File: config.mk
export PLATFORM = sky130hd
export DESIGN_NAME = bcd_conv_arbiter
export DESIGN_NICKNAME = d
export VERILOG_FILES = /design/src/rtl/bcd_arb_pkg.sv /design/src/rtl/rr_arbiter2.sv /design/src/rtl/bcd_conv_arbiter.sv
export SDC_FILE = /design/constraint.sdc
export NUM_CORES = 1
export LEC_CHECK = 0
export ABC_AREA = 1
export ABC_CLOCK_PERIOD_IN_PS = 2600
export CAP_MARGIN = 20
export CORE_ASPECT_RATIO = 1.1
export CORE_MARGIN = 1
export CORE_UTILIZATION = 33
export DETAILED_ROUTE_END_ITERATION = 8
export SLEW_MARGIN = 15
export SYNTH_ARGS = -nofsm -noshare
export SYNTH_HDL_FRONTEND = slang
export SYNTH_SLANG_ARGS = --single-unit
File: constraint.sdc
create_clock -name clk -period 2.6 [get_ports clk]
set_input_delay 0.52 -clock clk [delete_from_list [all_inputs] [get_ports clk]]
set_output_delay 0.52 -clock clk [all_outputs]
set_load 0.005 [all_outputs]
File: src/rtl/bcd_arb_pkg.sv
// Shared types and constants for the two-requester BCD conversion arbiter.
package bcd_arb_pkg;

  localparam int unsigned NumReq = 2;
  localparam int unsigned CntW   = 5;

  typedef enum logic [1:0] {StIdle, StLoad, StWait, StDeliver} state_e;

  function automatic logic bcd_ok(input logic [7:0] v);
    return (v[7:4] <= 4'd9) && (v[3:0] <= 4'd9);
  endfunction

endpackage

File: src/rtl/rr_arbiter2.sv
// Two-way round-robin grant: a contested grant goes to the requester not served last.
module rr_arbiter2
  import bcd_arb_pkg::*;
(
  input  logic [NumReq-1:0] req_i,
  input  logic              last_i,
  output logic              grant_o,
  output logic              grant_valid_o
);

  always_comb begin
    grant_valid_o = |req_i;
    if (req_i[0] && req_i[1]) begin
      grant_o = ~last_i;
    end else begin
      grant_o = req_i[1];
    end
  end

endmodule

File: src/rtl/bcd_conv_arbiter.sv
// Arbitrates two requesters onto one serial BCD-to-binary engine.
// Define BCD_ARB_VALIDATE_EN to reject operands with a digit above 9.
module bcd_conv_arbiter
  import bcd_arb_pkg::*;
#(
  parameter int unsigned TIMEOUT = 15
) (
  input  logic              clk,
  input  logic              reset,
  input  logic [NumReq-1:0] req,
  input  logic [7:0]        bcd0,
  input  logic [7:0]        bcd1,
  output logic [NumReq-1:0] done,
  output logic [NumReq-1:0] err,
  output logic [6:0]        result0,
  output logic [6:0]        result1,
  output logic              conv_load,
  output logic [7:0]        conv_bcd,
  input  logic              conv_ready,
  input  logic              conv_done_tick,
  input  logic [7:0]        conv_bin
);

  state_e            state_q, state_d;
  logic              grant_q, grant_d;
  logic              last_q, last_d;
  logic [7:0]        operand_q, operand_d;
  logic [CntW-1:0]   cnt_q, cnt_d;
  logic [NumReq-1:0] err_q, err_d;
  logic [6:0]        result0_q, result0_d;
  logic [6:0]        result1_q, result1_d;
  logic              arb_grant, arb_valid;
  logic [7:0]        sel_bcd;
  logic              unused_bin;

  assign unused_bin = conv_bin[7];

  rr_arbiter2 u_rr (
    .req_i         (req),
    .last_i        (last_q),
    .grant_o       (arb_grant),
    .grant_valid_o (arb_valid)
  );

  assign sel_bcd  = arb_grant ? bcd1 : bcd0;
  assign err      = err_q;
  assign result0  = result0_q;
  assign result1  = result1_q;
  assign conv_bcd = operand_q;

  always_comb begin
    state_d   = state_q;
    grant_d   = grant_q;
    last_d    = last_q;
    operand_d = operand_q;
    cnt_d     = cnt_q;
    err_d     = '0;
    result0_d = result0_q;
    result1_d = result1_q;
    conv_load = 1'b0;
    done      = '0;
    case (state_q)
      StIdle: begin
        if (arb_valid) begin
          grant_d   = arb_grant;
          operand_d = sel_bcd;
          cnt_d     = '0;
`ifdef BCD_ARB_VALIDATE_EN
          if (!bcd_ok(sel_bcd)) begin
            err_d[arb_grant] = 1'b1;
            last_d           = arb_grant;
          end else begin
            state_d = StLoad;
          end
`else
          state_d = StLoad;
`endif
        end
      end
      StLoad: begin
        if (conv_ready) begin
          conv_load = 1'b1;
          cnt_d     = '0;
          state_d   = StWait;
        end
      end
      StWait: begin
        if (conv_done_tick) begin
          if (grant_q) result1_d = conv_bin[6:0];
          else         result0_d = conv_bin[6:0];
          state_d = StDeliver;
        end else if (cnt_q == CntW'(TIMEOUT - 1)) begin
          // Abort: the result register keeps its previous value.
          err_d[grant_q] = 1'b1;
          last_d         = grant_q;
          state_d        = StIdle;
        end else begin
          cnt_d = cnt_q + CntW'(1);
        end
      end
      StDeliver: begin
        done[grant_q] = 1'b1;
        last_d        = grant_q;
        state_d       = StIdle;
      end
      default: state_d = StIdle;
    endcase
  end

  always_ff @(posedge clk) begin
    if (reset) begin
      state_q   <= StIdle;
      grant_q   <= 1'b0;
      last_q    <= 1'b1;
      operand_q <= '0;
      cnt_q     <= '0;
      err_q     <= '0;
      result0_q <= '0;
      result1_q <= '0;
    end else begin
      state_q   <= state_d;
      grant_q   <= grant_d;
      last_q    <= last_d;
      operand_q <= operand_d;
      cnt_q     <= cnt_d;
      err_q     <= err_d;
      result0_q <= result0_d;
      result1_q <= result1_d;
    end
  end

endmodule

### Yosys cells after proc, flatten, opt, wreduce, memory -nomap -nowiden

Cells that the tools add are included.

| storage, ports and cells | value |
|---|---|
| register bits | 33 |
| bits of input ports | 30 |
| output and inout bits | 27 |
| logic and storage cells | 58 |

| cells by class | value |
|---|---|
| add/subtract/negate cells | 1 |
| $lt $le $gt $ge | 2 |
| equal/unequal tests | 10 |
| multiplexer cells | 20 |
| bitwise operators | 4 |
| reductions and logical operators | 13 |

Operators with widths:

| operator | number |
|---|---|
| $mux 5 | 4 |
| $pmux 5 s3 | 1 |
| $reduce_and 3->1 | 4 |
| $mux 2 | 5 |
| $ne 2x2->1 const B | 5 |
| $mux 8 | 1 |
| $pmux 2 s4 | 1 |
| $mux 1 | 6 |
| $add 5x1->5 const B | 1 |
| $eq 5x4->1 const B | 1 |
| $reduce_and 5->1 | 1 |
| $eq 2x2->1 const B | 2 |
| $not 1->1 | 4 |
| $reduce_or 4->1 | 1 |
| $ne 3x3->1 const B | 1 |
| $reduce_bool 3->1 | 1 |
| $eq 2x1->1 const B | 1 |
| $logic_and 1x1->1 | 2 |
| $logic_not 2->1 | 1 |
| $lt 1x2->1 const B | 1 |
| $pmux 1 s2 | 1 |
| $reduce_and 2->1 | 1 |
| $reduce_bool 2->1 | 1 |
| $reduce_or 2->1 | 1 |
| other kinds (2) | 2 |

### Depth between registers and ports, before layout

| logic depth | value |
|---|---|
| depth in word-level cells | 5 |
| gate-level depth with buffers | 10 |
| gate-level depth less buffers | 10 |

### Modules after synthesis

Synthesis repeated with hierarchy kept, for this count alone.

| unflattened totals | value |
|---|---|
| cell total of the unflattened synthesis | 213 |
| area total of the unflattened synthesis | 1,488.9 µm² |

By module, submodules not included:

| module | instances | cells each | area each (µm²) | sequential area each (µm²) |
|---|---|---|---|---|
| bcd_conv_arbiter | 1 | 210 | 1,473.9 | 660.6 |
| rr_arbiter2 | 1 | 3 | 15.0 | 0.0 |

### Worst setup path after synthesis

OpenSTA, ideal clock, no wires.

| path | value |
|---|---|
| path kind | register to register |
| from | register cnt_q[0] |
| to | register cnt_q[1] |
| library setup time | 113 ps |
| data arrival time | 1,193 ps |
| path slack | 1,294 ps |
| cell stages (with the launch flop) | 11 |
| buffers on the path | 0 |
| cell sequence | dfxtp_1 -> inv_1 -> ha_1 -> inv_1 -> nor2_1 -> nand2_1 -> nor2_1 -> nor2_2 -> nand2_1 -> nand2_1 -> nor2_1 |

| on the way | value |
|---|---|
| cells in the longest elaborated chain, start to end | 4 |

RTL lines:

| what | line | text |
|---|---|---|
| from (decl) | bcd_conv_arbiter.sv:28 | `logic [CntW-1:0] cnt_q, cnt_d;` |
| from (signal assigned) | bcd_conv_arbiter.sv:125 | `cnt_q <= cnt_d;` |
| $add 5x1->5 | bcd_conv_arbiter.sv:98 | `cnt_d = cnt_q + CntW'(1);` |
| $mux 5 | bcd_conv_arbiter.sv:92 | `end else if (cnt_q == CntW'(TIMEOUT - 1)) begin` |
| $mux 5 | bcd_conv_arbiter.sv:88 | `if (conv_done_tick) begin` |
| $pmux 5 s3 | bcd_conv_arbiter.sv:62 | `case (state_q)` |

Several ways; a longest one is shown, not always the timed one. The select of a mux whose other input is x is not followed.
A chain may end at the register's enable or synchronous reset.

### Worst setup path in the final report

| path | value |
|---|---|
| from | input port conv_ready |
| to | output port conv_load |

| on the way | value |
|---|---|
| cells in the longest elaborated chain, start to end | 2 |

RTL lines:

| what | line | text |
|---|---|---|
| from (decl) | bcd_conv_arbiter.sv:19 | `input logic conv_ready,` |
| $mux 1 | bcd_conv_arbiter.sv:81 | `if (conv_ready) begin` |
| $mux 1 | bcd_conv_arbiter.sv:62 |  |
| to (decl) | bcd_conv_arbiter.sv:17 | `output logic conv_load,` |

No other way between the ends.

==> results.toml <==
[logic_synthesis]
synth_seq_area_share = 0.4513
synth.net_count = 241
syn-cell-area_sq_um = 1464
syn_inst = 209
synth.avg_cell_area_sq_um = 7.004
yosys_warnings = 0
ys_types = 22
synth_seq_cells = 33

[floorplanning]
start_util = 0.3416
coreArea_sq_um = 4285
die-area_sq_um = 4707
die_x_microns = 65.51
io_pins = 57
fp.dieH_microns = 71.86
rows = 25

[sta]
worst_pin_slew_ns = 0.3591
hold_ws_ns = 0.4654
fin_crit_ns = 2.126
slew_viol_final = 0
hold_viol = 0
fin_tns_setup_ns = 0
rsz0062_at_grt = "no"
skew_ns = 0.009250
postLayoutSetupSlackWorst_ns = 0.4736
period_share = 0.8178
slew_headroom = 0.7603
max_freq_ghz = 0.4703
setup-violations-final = 0

[clocking]
htree_levels = 2
postCtsSetupBuffers = 0
root_buffer = "clkbuf_8"
cts_resized = 0
clock_sinks = 33
hold_buffers = 0
clk_pin_slew_ns = 0.07
cts_tree = "done"
clk_latency_ns = 0.29
clk_path_buf_depth = 2
cts_made_buffers = 5

[layout]
layout_commonest_cell = "clkdlybuf4s50_1"
areaGrowthSynthToFinish_pct = 48.21
nets = 301
layout_common_cells = "55 x clkdlybuf4s50_1, 46 x nor2_1, 41 x nand2_1"
num_antenna_cells = 0
layout-drive-gt1-share = 0.08148

[grt]
grt_pass1_vias = 1307
grt-ovfl-total = 0
grtUsageTotal = 0.1753
grt_pass1_wl_microns = 6265
grt_start_max_net_pins = 19
antenna_found_initial = 0

[setup_path]
path_class = "in2out"
cp.required_ns = 2.08
endpoint_kind = "primary output"
worstSetupStartpointType = "input port"
worstPathMaxFanout = 2
arrival_ns = 1.61

[routing]
num_vias = 1472
wl_microns = 3609
via_per_inst = 4.543
drtIter0Drc = 84
post_drt_wl_per_cell_microns = 11.14
ant_nets = 0
drtPass1Iterations = 6
post-route-drc-count = 0

[power]
ir_drop_mv = 0.2789
finalPower_mw = 1.351
p_per_area_nw_per_um2 = 622.5
p_leak_nw = 0.9328

[run_status]
status = "finished, final reports clean"

[place]
port_buffers = 55
pre_cts_ws_ns = 0.4724
hpwl_microns = 2529
gp_congestion = 0.7679

[flow_run]
maxCapViolCount = 0

[worst_hold_path]
min_path_type = "reg2reg"
worst paths after layout:
path / startpoint / endpoint / slack (ns) / depth (start not counted)
min: last_q / last_q / 0.47 / 2
min reg2reg: last_q / last_q / 0.47 / 2
max: conv_ready / conv_load / 0.47 / 4
max reg2reg: cnt_q[0] / cnt_q[3] / 1.10 / 10
power breakdown:
group	switching [mW]	internal (mW)	total, mW
logic	0.175	0.176	0.351
registers	0.0460	0.565	0.611
clock network	0.201	0.188	0.388
total	0.422	0.929	1.35
through the flow:
step / util / instance area, sq um / instances
after floorplan: - / 1464 / 209
after global placement: 0.4850 / 2078 / 316
after detailed placement: 0.4850 / 2078 / 316
after CTS: 0.5063 / 2170 / 324
after global routing: 0.5063 / 2170 / 324
final: 0.5063 / 2170 / 324
synthesized netlist by cell type:
master / n / area, sq um
nor2_1: 46 / 172.7
nand2_1: 41 / 153.9
dfxtp_1: 33 / 660.6
o21ai_0: 24 / 120.1
inv_1: 17 / 63.81
nand3_1: 12 / 60.06
a31oi_1: 8 / 50.05
inv_2: 4 / 15.01
clkbuf_1: 3 / 11.26
nor2_2: 3 / 18.77
nor2_4: 3 / 33.78
a21oi_1: 2 / 10.01
ha_1: 2 / 25.02
nand4_1: 2 / 12.51
o21bai_1: 2 / 15.01
a211oi_1: 1 / 7.510
buf_4: 1 / 7.510
clkinv_1: 1 / 3.750
nand2_2: 1 / 6.260
nor3_1: 1 / 5.000
o21ai_1: 1 / 5.000
or2_2: 1 / 6.260
worst max-delay path: stages:
cell and delay (ns):
clkdlybuf4s50_1 0.45, inv_1 0.05, nor2_1 0.09, clkdlybuf4s50_1 0.50
final cells by class:
| type | count | area [sq um] |
|---|---|---|
| fill | 453 | 2116 |
| multi-input combinational | 150 | 701.9 |
| sequential | 33 | 660.6 |
| timing repair buffer | 57 | 565.5 |
| inverter | 22 | 82.58 |
| clock buffer | 5 | 68.82 |
| tap | 54 | 67.56 |
| clock inverter | 3 | 22.52 |
per-layer routing:
metal | global-route usage | routed length [microns] | vias to the layer above
li1 | - | - | 792
met1 | 0.2409 | 1758 | 640
met2 | 0.2520 | 1614 | 34
met3 | 0.05414 | 170 | 6
met4 | 0.07246 | 65 | 0
met5 | 0 | 0 | -
kinds of logic (layout without fill, tap and decap cells):
family,after synthesis,count (layout),synth area share
AO/OA/AOI/OAI,38,38,0.1419
adder cells (fa/ha/maj),2,2,0.01709
buffers and inverters,26,87,0.06923
flip-flops,33,33,0.4513
AND/OR/NAND/NOR,110,110,0.3205
registers in the layout (all words and copies together) (netlist names):
register	cells
conv_bcd	8
grant_q	1
state_q	2
result1	7
cnt_q	5
last_q	1
err	2
result0	7
Power figures use the tool's default switching activity.
